--- src/rtl/sram_axi_bridge.sv ---
// SRAM-like inst (read-only) and data (read/write) ports to one AXI3 master, single-beat only.
// Define BRIDGE_POSTED_WR_EN to acknowledge stores once AW and W complete instead of at B.
module sram_axi_bridge #(
  parameter logic [3:0] INST_ID  = 4'd0,
  parameter logic [3:0] DATA_ID  = 4'd1,
  parameter bit         DATA_PRI = 1'b1
) (
  input  logic        clk,
  input  logic        reset,
  input  logic        inst_sram_req,
  input  logic [1:0]  inst_sram_size,
  input  logic [31:0] inst_sram_addr,
  output logic        inst_sram_addr_ok,
  output logic        inst_sram_data_ok,
  output logic [31:0] inst_sram_rdata,
  input  logic        data_sram_req,
  input  logic        data_sram_wr,
  input  logic [1:0]  data_sram_size,
  input  logic [3:0]  data_sram_wstrb,
  input  logic [31:0] data_sram_addr,
  input  logic [31:0] data_sram_wdata,
  output logic        data_sram_addr_ok,
  output logic        data_sram_data_ok,
  output logic [31:0] data_sram_rdata,
  output logic [3:0]  arid,
  output logic [31:0] araddr,
  output logic [3:0]  arlen,
  output logic [2:0]  arsize,
  output logic [1:0]  arburst,
  output logic [1:0]  arlock,
  output logic [3:0]  arcache,
  output logic [2:0]  arprot,
  output logic        arvalid,
  input  logic        arready,
  input  logic [3:0]  rid,
  input  logic [31:0] rdata,
  input  logic [1:0]  rresp,
  input  logic        rlast,
  input  logic        rvalid,
  output logic        rready,
  output logic [3:0]  awid,
  output logic [31:0] awaddr,
  output logic [3:0]  awlen,
  output logic [2:0]  awsize,
  output logic [1:0]  awburst,
  output logic [1:0]  awlock,
  output logic [3:0]  awcache,
  output logic [2:0]  awprot,
  output logic        awvalid,
  input  logic        awready,
  output logic [3:0]  wid,
  output logic [31:0] wdata,
  output logic [3:0]  wstrb,
  output logic        wlast,
  output logic        wvalid,
  input  logic        wready,
  input  logic [3:0]  bid,
  input  logic [1:0]  bresp,
  input  logic        bvalid,
  output logic        bready
);

  typedef enum logic {StRdIdle, StRdAr} rd_state_e;
  typedef enum logic [1:0] {StWrIdle, StWrReq, StWrResp} wr_state_e;

  rd_state_e   r_rd_state;
  wr_state_e   r_wr_state;
  logic        r_inst_pend, r_data_pend;
  logic        r_arvalid;
  logic [3:0]  r_arid;
  logic [31:0] r_araddr;
  logic [2:0]  r_arsize;
  logic        r_awvalid, r_wvalid, r_aw_done, r_w_done;
  logic [31:0] r_awaddr, r_wdata;
  logic [2:0]  r_awsize;
  logic [3:0]  r_wstrb;

  logic w_inst_elig, w_data_rd_elig, w_inst_acc, w_data_rd_acc, w_data_wr_acc;
  logic w_r_inst, w_r_data, w_b_done, w_aw_fin, w_w_fin, w_wr_ok;
  logic w_unused;

  // Data loads wait for any write in flight so a load never overtakes an earlier store.
  always_comb begin
    w_inst_elig    = inst_sram_req && !r_inst_pend;
    w_data_rd_elig = data_sram_req && !data_sram_wr && !r_data_pend && (r_wr_state == StWrIdle);
    w_inst_acc     = !reset && (r_rd_state == StRdIdle) && w_inst_elig &&
                     (!DATA_PRI || !w_data_rd_elig);
    w_data_rd_acc  = !reset && (r_rd_state == StRdIdle) && w_data_rd_elig &&
                     (DATA_PRI || !w_inst_elig);
    w_data_wr_acc  = !reset && (r_wr_state == StWrIdle) && data_sram_req && data_sram_wr &&
                     !r_data_pend;
    w_r_inst       = rvalid && (rid == INST_ID) && r_inst_pend;
    w_r_data       = rvalid && (rid == DATA_ID) && r_data_pend;
    w_b_done       = (r_wr_state == StWrResp) && bvalid && (bid == DATA_ID);
    w_aw_fin       = r_aw_done || (r_awvalid && awready);
    w_w_fin        = r_w_done || (r_wvalid && wready);
  end

  always_ff @(posedge clk or posedge reset) begin
    if (reset) begin
      r_rd_state <= StRdIdle;
      r_arvalid  <= 1'b0;
      r_arid     <= 4'd0;
      r_araddr   <= 32'd0;
      r_arsize   <= 3'd0;
    end else begin
      case (r_rd_state)
        StRdIdle: begin
          if (w_inst_acc) begin
            r_rd_state <= StRdAr;
            r_arvalid  <= 1'b1;
            r_arid     <= INST_ID;
            r_araddr   <= inst_sram_addr;
            r_arsize   <= {1'b0, inst_sram_size};
          end else if (w_data_rd_acc) begin
            r_rd_state <= StRdAr;
            r_arvalid  <= 1'b1;
            r_arid     <= DATA_ID;
            r_araddr   <= data_sram_addr;
            r_arsize   <= {1'b0, data_sram_size};
          end
        end
        StRdAr: begin
          if (arready) begin
            r_rd_state <= StRdIdle;
            r_arvalid  <= 1'b0;
          end
        end
        default: r_rd_state <= StRdIdle;
      endcase
    end
  end

  // Set at acceptance and cleared by the matching R beat; the two never coincide.
  always_ff @(posedge clk or posedge reset) begin
    if (reset) begin
      r_inst_pend <= 1'b0;
      r_data_pend <= 1'b0;
    end else begin
      if (w_inst_acc)         r_inst_pend <= 1'b1;
      else if (w_r_inst)      r_inst_pend <= 1'b0;
      if (w_data_rd_acc)      r_data_pend <= 1'b1;
      else if (w_r_data)      r_data_pend <= 1'b0;
    end
  end

  always_ff @(posedge clk or posedge reset) begin
    if (reset) begin
      r_wr_state <= StWrIdle;
      r_awvalid  <= 1'b0;
      r_wvalid   <= 1'b0;
      r_aw_done  <= 1'b0;
      r_w_done   <= 1'b0;
      r_awaddr   <= 32'd0;
      r_awsize   <= 3'd0;
      r_wdata    <= 32'd0;
      r_wstrb    <= 4'd0;
    end else begin
      case (r_wr_state)
        StWrIdle: begin
          if (w_data_wr_acc) begin
            r_wr_state <= StWrReq;
            r_awvalid  <= 1'b1;
            r_wvalid   <= 1'b1;
            r_aw_done  <= 1'b0;
            r_w_done   <= 1'b0;
            r_awaddr   <= data_sram_addr;
            r_awsize   <= {1'b0, data_sram_size};
            r_wdata    <= data_sram_wdata;
            r_wstrb    <= data_sram_wstrb;
          end
        end
        StWrReq: begin
          if (r_awvalid && awready) begin
            r_awvalid <= 1'b0;
            r_aw_done <= 1'b1;
          end
          if (r_wvalid && wready) begin
            r_wvalid <= 1'b0;
            r_w_done <= 1'b1;
          end
          if (w_aw_fin && w_w_fin) r_wr_state <= StWrResp;
        end
        StWrResp: begin
          if (w_b_done) r_wr_state <= StWrIdle;
        end
        default: r_wr_state <= StWrIdle;
      endcase
    end
  end

`ifdef BRIDGE_POSTED_WR_EN
  logic r_wr_ok;
  always_ff @(posedge clk or posedge reset) begin
    if (reset) r_wr_ok <= 1'b0;
    else       r_wr_ok <= (r_wr_state == StWrReq) && w_aw_fin && w_w_fin;
  end
  assign w_wr_ok = r_wr_ok;
`else
  assign w_wr_ok = w_b_done;
`endif

  assign inst_sram_addr_ok = w_inst_acc;
  assign inst_sram_data_ok = w_r_inst;
  assign inst_sram_rdata   = rdata;
  assign data_sram_addr_ok = w_data_rd_acc || w_data_wr_acc;
  assign data_sram_data_ok = w_r_data || w_wr_ok;
  assign data_sram_rdata   = rdata;

  assign arid    = r_arid;
  assign araddr  = r_araddr;
  assign arlen   = 4'd0;
  assign arsize  = r_arsize;
  assign arburst = 2'b01;
  assign arlock  = 2'd0;
  assign arcache = 4'd0;
  assign arprot  = 3'd0;
  assign arvalid = r_arvalid;
  assign rready  = 1'b1;
  assign awid    = DATA_ID;
  assign awaddr  = r_awaddr;
  assign awlen   = 4'd0;
  assign awsize  = r_awsize;
  assign awburst = 2'b01;
  assign awlock  = 2'd0;
  assign awcache = 4'd0;
  assign awprot  = 3'd0;
  assign awvalid = r_awvalid;
  assign wid     = DATA_ID;
  assign wdata   = r_wdata;
  assign wstrb   = r_wstrb;
  assign wlast   = 1'b1;
  assign wvalid  = r_wvalid;
  assign bready  = 1'b1;

  assign w_unused = ^{rresp, rlast, bresp};

endmodule
--- config.mk ---
export PLATFORM = sky130hd
export DESIGN_NAME = sram_axi_bridge
export DESIGN_NICKNAME = d
export VERILOG_FILES = /design/src/rtl/sram_axi_bridge.sv
export SDC_FILE = /design/constraint.sdc
export NUM_CORES = 1
export LEC_CHECK = 0
export ABC_AREA = 1
export ABC_CLOCK_PERIOD_IN_PS = 3080
export BUFFER_PORTS_ARGS = -buffer_cell sky130_fd_sc_hd__buf_2
export CORE_AREA = 5 5 143 145
export CTS_CLUSTER_DIAMETER = 200
export DETAILED_ROUTE_END_ITERATION = 8
export DIE_AREA = 0 0 148 150
export GPL_ROUTABILITY_DRIVEN = 0
export GPL_TIMING_DRIVEN = 1
export PLACE_DENSITY = 0.67
export SETUP_SLACK_MARGIN = 0.3
export SLEW_MARGIN = 40
export SYNTH_ARGS = -nofsm -noshare
export SYNTH_HDL_FRONTEND = slang
export SYNTH_SLANG_ARGS = --single-unit
--- constraint.sdc ---
create_clock -name clk -period 3.08 [get_ports clk]
set_input_delay 0 -clock clk [delete_from_list [all_inputs] [get_ports clk]]
set_output_delay 0 -clock clk [all_outputs]
set_load 0.02 [all_outputs]
* After elaboration in Yosys (flattened, before gate mapping)
Cells that the tools add are included.
** Cells by class
- Equality and inequality tests :: 11
- Mux-type cells :: 32
- Bitwise gates (word level) :: 1
- Reductions and logical operators :: 42
** Operators by type and width (number)
- 32-bit two-way mux :: 2
- 1-bit logical AND :: 21
- 1-bit two-way mux :: 16
- 2-bit != test, second input constant :: 6
- 1-bit one-hot mux with 2 select lines :: 6
- 3-bit AND reduction :: 3
- 4-bit by 1-bit equality test with 1-bit output, second input constant :: 2
- 4-bit two-way mux :: 2
- 2-bit nonzero test :: 4
- 2-bit two-way mux :: 3
- 3-bit two-way mux :: 2
- 2-bit one-hot mux with 3 select lines :: 1
- 2-bit AND reduction :: 3
- 1-bit logical NOT :: 5
- 4-bit logical NOT :: 1
- 1-bit logical OR :: 4
- 3-bit != test, second input constant :: 1
- 2-bit by 1-bit equality test with 1-bit output, second input constant :: 1
- 2-bit equality test, second input constant :: 1
- 2-bit logical NOT :: 1
- 1-bit inverter :: 1
** Word-level totals
- Register bits after elaboration :: 119
- Input port bits :: 159
- Output and inout port bits :: 222
- Word-level logic and storage cells :: 102

* Logic depth before layout (Yosys ltp)
Gate-level depths: netlist of the first run.
- Depth in word-level cells :: 8
- Mapped depth :: 8
- Gate-level depth less buffers :: 7

* Worst setup path after synthesis of the first run
Ideal clock, no wire load.
- Path type :: input port to flip-flop
- From :: in reset
- To :: reg r_awaddr[31] (netlist: awaddr[31])
- Setup time :: 0.121 ns
- Arrival :: 3.183 ns
- Data required time :: 2.959 ns
- Setup slack :: -0.224 ns
- Stages :: 6
- Buffers on the path :: 2
- Cells stage by stage :: inv_1 nand4_1 buf_2 buf_2 nand2_1 o21ai_1
** On the way
- Cells in the longest elaborated chain, start to end :: 6
** Ends and longest elaborated chain
- start, declared :: line 9 : input logic reset,
- 1-bit logical NOT (no source line)
- 1-bit logical AND (4 in series) :: line 90 : w_data_wr_acc = !reset && (r_wr_state == StWrIdle) && data_sram_req && data_sram_wr &&
- 2-bit AND reduction (no source line)
- end signal, assigned :: line 167 : r_awaddr <= data_sram_addr;
- end, declared :: line 74 : logic [31:0] r_awaddr, r_wdata;
Every way passes these cells.
A chain may end at the register's enable or synchronous reset.

* Final worst setup path of the first run
- From :: reg r_wr_state[1]
- To :: out data_sram_addr_ok
** On the way
- Cells in the longest elaborated chain, start to end :: 6
- Elaborated cells on any way between the ends :: 8
- Classes of those cells :: reduce/logical (8)
** Ends and longest elaborated chain
- start, declared :: line 67 : wr_state_e r_wr_state;
- start signal, assigned :: line 149 : r_wr_state <= StWrIdle;
- start signal, assigned :: line 162 : r_wr_state <= StWrReq;
- start signal, assigned :: line 182 : if (w_aw_fin && w_w_fin) r_wr_state <= StWrResp;
- 2-bit logical NOT * :: line 85, 90
- 1-bit logical AND (4 in series) :: line 90
- 1-bit logical OR * :: line 206 : assign data_sram_addr_ok = w_data_rd_acc || w_data_wr_acc;
- end, declared :: line 22 : output logic data_sram_addr_ok,
Mark *: on every way between the ends. The rest lies on a longest branch, timed or not.

==> results.md, run 1 <==
- Cell Rows: 51
- Placed inst area: 6875 um2
- Worst hold path type: in -> out
- WS Path Type: reg -> out
- Vias per std cell: approximately 4.3
- Clock skew: 6.469 ps
- Max-cap violations: 0
- Core Box Area: 19080 um2
- Skew-Pair Late Insertion Delay: 410 ps
- GRT Total Usage: 17.03%
- Postcts setup bufs: 0
- Syn Std Cell Area: 6276 um2
- Post-synth EDFFs: 0
- DR vias: 5449
- Worst Path Max Fanout: 25
- Dpl hpwl: 12530 um
- Gr ovfl total: 0
- Worst path max stage delay: 420 ps
- Status: finished, final reports clean
- CTS tree: done
- Post-Syn Instances: 740
- #FFs+latches synth: 115
- Die area: between 20000 and 25000 um2
- Place WS: roughly 1200 ps
- Setup tns final: 0 ps
- Share of the synthesized area in the top cell type: 45.85%
- First-pass GRT wire length: 29570 um
- I/O Buffers: 233
- # nets final: 1170
- Worst path slowest cell: dfrtp_1
- Crit path DAT: 2000 ps
- Initial DRC count: between 200 and 250
- Leak: 0.004858 uW
- Vias in the first global route: roughly 5600
- Largest cells by area after synthesis: dfrtp_1 46%, buf_4 14%, nand2_1 9.3%
- Fmax: 499.5 MHz
- Fin crit share: 65.00%
- Number of top-level pins: approximately 380
- RSZ-0062 raised after global routing: no
- Slew @ Worst Pin: about 630 ps
- Count of distinct cell types in the synthesized netlist: 30
- Required @ worst endpoint: between 3000 and 4000 ps
- Layout area overhead: 37.10%
- Largest area contributor in the netlist: dfrtp_1
- Inserted Clock Buffers: 17
- Worst rel slew slack: 58.00%
- Height of the die: 150 um
- Total routed wirelength: 19260 um
- Initial antenna violation count: 2
- Main synth FF type: dfrtp_1
- CP endpoint kind: output pin
- Final Hold Vio Count: 0
- Slew Limit Fails: 0
- Sequential area share after synthesis: a little under half
- Max Root-Sink Buffers: 2
- Root Buffer: clkbuf_16
- Number of remaining DRC errors: 0
- Die Wd: 148 um
- H-tree Lvls: 4
- Final setup fails: 0
- Clock sink count: 115
- DR pass1 iterations: 4
- Avg WL per Cell: roughly 15 um
- Avg Cell Area, Syn: 8.481 um2
- CP startpoint kind: flip-flop
- Yosys warns: 0
- CTS clk-pin slew, worst paths: approximately 50 ps
- ANT nets after route: 0
- Pwr Density: 893.1 nW/um2
- Final worst slack: 1078 ps
- Largest net degree at the start of global routing: 116
- Layout cells sized above 1: 30.21%
- CP Cell Sequence: nor2_4, nand4_4, buf_4, nand2_1, buf_2
- Fraction of registers with async set/reset: 100.0%
- Peak VDD IR: 0.0003985 V
- Final Cell Area: between 8000 and 9000 um2
- Crit path time final: 2002 ps
- Starting Density: between 30 and 40%
-- kinds of logic (layout without fill, tap and decap cells) --
family                 count (synthesis)  count (layout)  share of synthesized area, %
AOI/OAI and AO/OA                     82              82                         6.679
buffers and inverters                268             507                         24.68
DFF                                  115             115                         45.85
other                                  2              48                        0.1197
and+or+nand+nor                      273             273                         22.67
-- layout by cell type (no fill, tap or decap), drive strengths merged --
master	n
o31ai	1
dlygate4sd3	115
nand2	157
clkbuf	21
nor2	5
bufinv	2
o21bai	1
o22ai	1
nor4	1
nand3b	2
buf	239
clkinv	6
nor3	1
nand3	104
and2	1
nand4	2
inv	121
dfrtp	115
o211ai	1
clkinvlp	3
o21ai	78
conb	46
diode	2
-- routing by layer --
| metal | vias to the layer above | global-route usage, % | part of all wire [%] |
|---|---|---|---|
| met5 | - | 0 | 0 |
| met4 | 0 | 8.406 | 3.7 |
| met3 | 60 | 4.936 | 7.2 |
| met2 | 190 | 28.55 | 49 |
| met1 | 2521 | 20.00 | 40 |
| li1 | 2678 | - | - |
-- power by group --
| part | internal, uW | switching (uW) |
|---|---|---|
| logic | 1090 | 2080 |
| registers | 2220 | 387 |
| clock network | 1220 | 691 |
-- cells in the mapped netlist, types with 2 or more instances --
cell type	n
o21ai_1	74
buf_4	118
buf_2	20
nand2_8	2
nand3b_1	2
conb_1	2
dfrtp_1	115
nor2_4	3
inv_1	120
nand2_1	155
inv_2	2
buf_12	3
buf_6	3
o21ai_0	4
nand3_2	30
nand3_1	73
-- sequential cells by signal, indices dropped and copies added, names as in the netlist, 2 cells and up --
register    cells
araddr         32
awaddr         32
wdata          32
wstrb           4
arsize          2
awsize          2
r_wr_state      2
-- critical path, delay by kind of cell (launching register included) --
kind	cells	cell delay (ps)
AND/OR/NAND/NOR	3	620
flip-flops	1	420
buffers and inverters	2	550
-- path summary, 6_finish.rpt --
kind / startpoint / endpoint / slack [ps] / cells after the start
setup / recovery: r_wr_state[1]$_DFFE_PP0P_ / data_sram_addr_ok / 1080 / 5
hold / removal: rdata[5] / inst_sram_rdata[5] / 0.01 / 0
setup reg to reg: r_wr_state[1]$_DFFE_PP0P_ / araddr[7]$_DFFE_PP0P_ / 1280 / 6
hold reg to reg: awaddr[6]$_DFFE_PP0P_ / awaddr[6]$_DFFE_PP0P_ / 480 / 2
max in group asynchronous: reset / wdata[29]$_DFFE_PP0P_ / 2210 / 4
min in group asynchronous: reset / r_wr_state[0]$_DFFE_PP0P_ / 400 / 4
-- timing repair --
item,4_1_cts,5_1_grt
hold endpoints to repair,228,0
endpoints found under the setup margin,0,0
hold buffers,115,0
gates resized for setup,0,0
-- final cells by class --
| class | instances | area, um2 |
|---|---|---|
| fill | 1829 | 10480 |
| inverter | 122 | 461.7 |
| clock buffer | 21 | 460.4 |
| tap | 238 | 297.8 |
| clock inverter | 10 | 108.9 |
| timing repair buffer | 354 | 2379 |
| multi-input combinational | 401 | 2014 |
| sequential | 115 | 2878 |
| antenna | 2 | 5.005 |
-- through the flow --
step / util (%) / power, uW / instances / hold slack (ps)
detailed placement: 36.04 / 5696 / 1115 / 0.1996
floorplan: - / 4776 / 784 / 111.0
finish: 45.10 / 7684 / 1263 / 0.01356
CTS: 45.05 / 7790 / 1261 / 0.1996
global placement: 36.04 / 5634 / 1115 / 0.1996
global route: 45.10 / 8188 / 1263 / 0.05559
No activity file was read; power rests on OpenSTA's default activity.
==> inputs of run 2 (changes only) <==
Settings changed: ABC_CLOCK_PERIOD_IN_PS 3080 to 2000, CORE_AREA 5 5 143 145 to 5 5 145 147, DIE_AREA 0 0 148 150 to 0 0 150 152, PLACE_DENSITY 0.67 to default.
Clock period 3.08 ns to 2 ns, I/O delays scaled along.
==> results.md, run 2 (synthesis results as in run 1) <==
- Final setup fails: 0 (unchanged)
- Flop pwr share: 31.8% (-2.2 points)
- Power Total: 12620 uW (+64%)
- RSZ-0062 raised after global routing: yes
- GRT Total Usage: 17.27% (+0.24 points)
- WP buf/inv: 3 (+1)
- Final std cells w/o fill: 1324 (+4.8%)
- CTS tree: done
- Comb power frac: 41.2% (about the same)
- Initial DRC count: 199 (-3.9%)
- # nets final: 1201 (+2.6%)
- Layout cells sized above 1: 33.59% (+3.4 points)
- Crit path DAT: 1920 ps (-80 ps)
- CP Cell Sequence: nor2_4, nand4_1, buf_4, buf_8, clkbuf_16, nand2_1, o21ai_1
- Critical path's top delay family: buffers and inverters
- CP startpoint kind: flip-flop
- Slew @ Worst Pin: 776.1 ps (+146.1 ps)
- DR pass1 iterations: 4 (unchanged)
- Sw power: 5017 uW (+59%)
- Fin crit share: between 80% and 90%
- Peak VDD IR: 0.0008300 V (+110%)
- Layout area overhead: 46.51%
- Clock sink count: 115 (unchanged)
- Avg WL per Cell: 16.29 um (+6.9%)
- Required @ worst endpoint: 2300 ps (-780 ps)
- CTS clk-pin slew, worst paths: 60 ps (about the same)
- Vias per std cell: 4.360 (+1.1%)
- Placed instance count: 1151 (+3.2%)
- Clock skew: 10.02 ps (+3.549 ps)
- Most frequent cells in the layout: 231 x buf_2, 153 x nand2_1, 119 x inv_1
- Vias in the first global route: 5845 (+4.8%)
- First-pass GRT wire length: 31080 um (+5.1%)
- Antenna fix cells: 0 (-2)
- Status: finished, final reports clean
- ANT nets after route: 0 (unchanged)
- Worst path slowest cell: dfrtp_1
- Slew Limit Fails: 0 (unchanged)
- Worst rel slew slack: 48.26% (-9.7 points)
- Worst Path Max Fanout: 10 (-60%)
- Total routed wirelength: 21570 um (+12%)
- Number of remaining DRC errors: 0 (unchanged)
- Largest net degree at the start of global routing: 116 (unchanged)
- Inserted Clock Buffers: 17 (unchanged)
- Fmax: 617.3 MHz
- Worst hold path type: in -> out
- Max-cap violations: 0 (unchanged)
- H-tree Lvls: 4 (unchanged)
- I/O Buffers: 233 (unchanged)
- Setup tns final: 0 ps (unchanged)
- WS Path Type: reg -> reg
- Root Buffer: clkbuf_16
- Die area: 22800 um2 (+2.7%)
- Number of top-level pins: 381 (unchanged)
- Final Hold Vio Count: 0 (unchanged)
- Height of the die: 152 um (+1.3%)
- Gr ovfl total: 0 (unchanged)
- Int Power: 7601 uW (+68%)
- Leak: 0.005136 uW (+5.7%)
- Cell Rows: 52 (+2.0%)
- Skew-Pair Late Insertion Delay: 410 ps (about the same)
- Sw frac: 39.76% (-1.3 points)
- Clock network power share: 27.0% (+2.1 points)
- DR vias: 5773 (+5.9%)
- CP endpoint kind: flip-flop
- Worst path max stage delay: 410 ps (about the same)
- Crit path time final: 1620 ps
- Dpl hpwl: 12190 um (-2.7%)
- Commonest non-fill, non-tap cell in the layout: buf_2
- Initial antenna violation count: 0 (-2)
- Starting Density: 31.73% (-1.2 points)
- Pwr Density: 1372 nW/um2 (+54%)
- Die Wd: 150 um (+1.4%)
- Core Box Area: 19780 um2 (+3.7%)
- Max Root-Sink Buffers: 2 (unchanged)
-- run 2: cell types whose count changed in the layout (fill, tap and decap cells not counted), moves of 3 or more --
| cell | before | now |
|---|---|---|
| buf_4 | 4 | 17 |
| buf_6 | 1 | 9 |
| bufinv_16 | 2 | 5 |
| clkbuf_16 | 17 | 21 |
| clkinv_2 | 5 | 2 |
| nand2_4 | 0 | 3 |
| o21ai_1 | 74 | 61 |
| o21ai_2 | 0 | 13 |
-- run 2: cell type report --
cell class | count | area (um2)
fillers | 1898 | 10580
flip-flops and latches | 115 | 2878
repair buffers | 383 | 2771
multi-input cells | 403 | 2096
clock buffers | 22 | 474.2
inverters | 122 | 461.7
well taps | 270 | 337.8
clock inverters | 9 | 176.4
-- run 2: per-stage QoR --
stage          hold slack (ps)  util, %  cell area (um2)  setup slack (ps)
4_1_cts                 0.2111    44.95             8890             290.4
3_3_place_gp            0.2111    35.18             6958             363.4
6_report               0.01133    46.49             9195             380.1
2_1_floorplan            111.0        -             6452            -600.8
5_1_grt                0.05024    46.49             9195             274.2
3_5_place_dp            0.2111    35.18             6958             330.7
-- run 2: per-layer routing --
metal  wire, um  vias up  global-route usage [%]
li1           -     2740                       -
met1       8551     2771                   20.19
met2      10830      210                   29.64
met3       1504       52                   4.677
met4        682        0                   7.233
met5          0        -                       0
-- run 2: path summary, 6_finish.rpt --
| kind | to | slack, ps | cells past startpoint | startpoint |
|---|---|---|---|---|
| min reg2reg | awaddr[23]$_DFFE_PP0P_ | 470 | 2 | awaddr[23]$_DFFE_PP0P_ |
| max in group asynchronous | wvalid$_DFFE_PP0P_ | 1030 | 4 | reset |
| min | inst_sram_rdata[1] | 0.01 | 0 | rdata[1] |
| max | awaddr[31]$_DFFE_PP0P_ | 380 | 7 | r_wr_state[1]$_DFFE_PP0P_ |
| min in group asynchronous | r_rd_state$_DFF_PP0_ | 290 | 4 | reset |
| max reg2reg | awaddr[31]$_DFFE_PP0P_ | 380 | 7 | r_wr_state[1]$_DFFE_PP0P_ |
-- run 2: power groups by stage --
| stage | logic (uW) | clock network, uW | registers, uW |
|---|---|---|---|
| finish | 5200 | 3410 | 4010 |
| global route | 5710 | 3590 | 4140 |
| CTS | 5010 | 3490 | 4000 |
| detailed placement | 4750 | 0 | 4010 |
| global placement | 4660 | 0 | 4010 |
| floorplan | 2070 | 0 | 5290 |
-- run 2: what timing repair did --
item	CTS	global route
cloned	3	10
gates resized for setup	3	27
buffers inserted	7	6
endpoints found under the hold margin	229	0
hold buffers	116	0
pin swaps	5	4
setup endpoints to repair	2	107
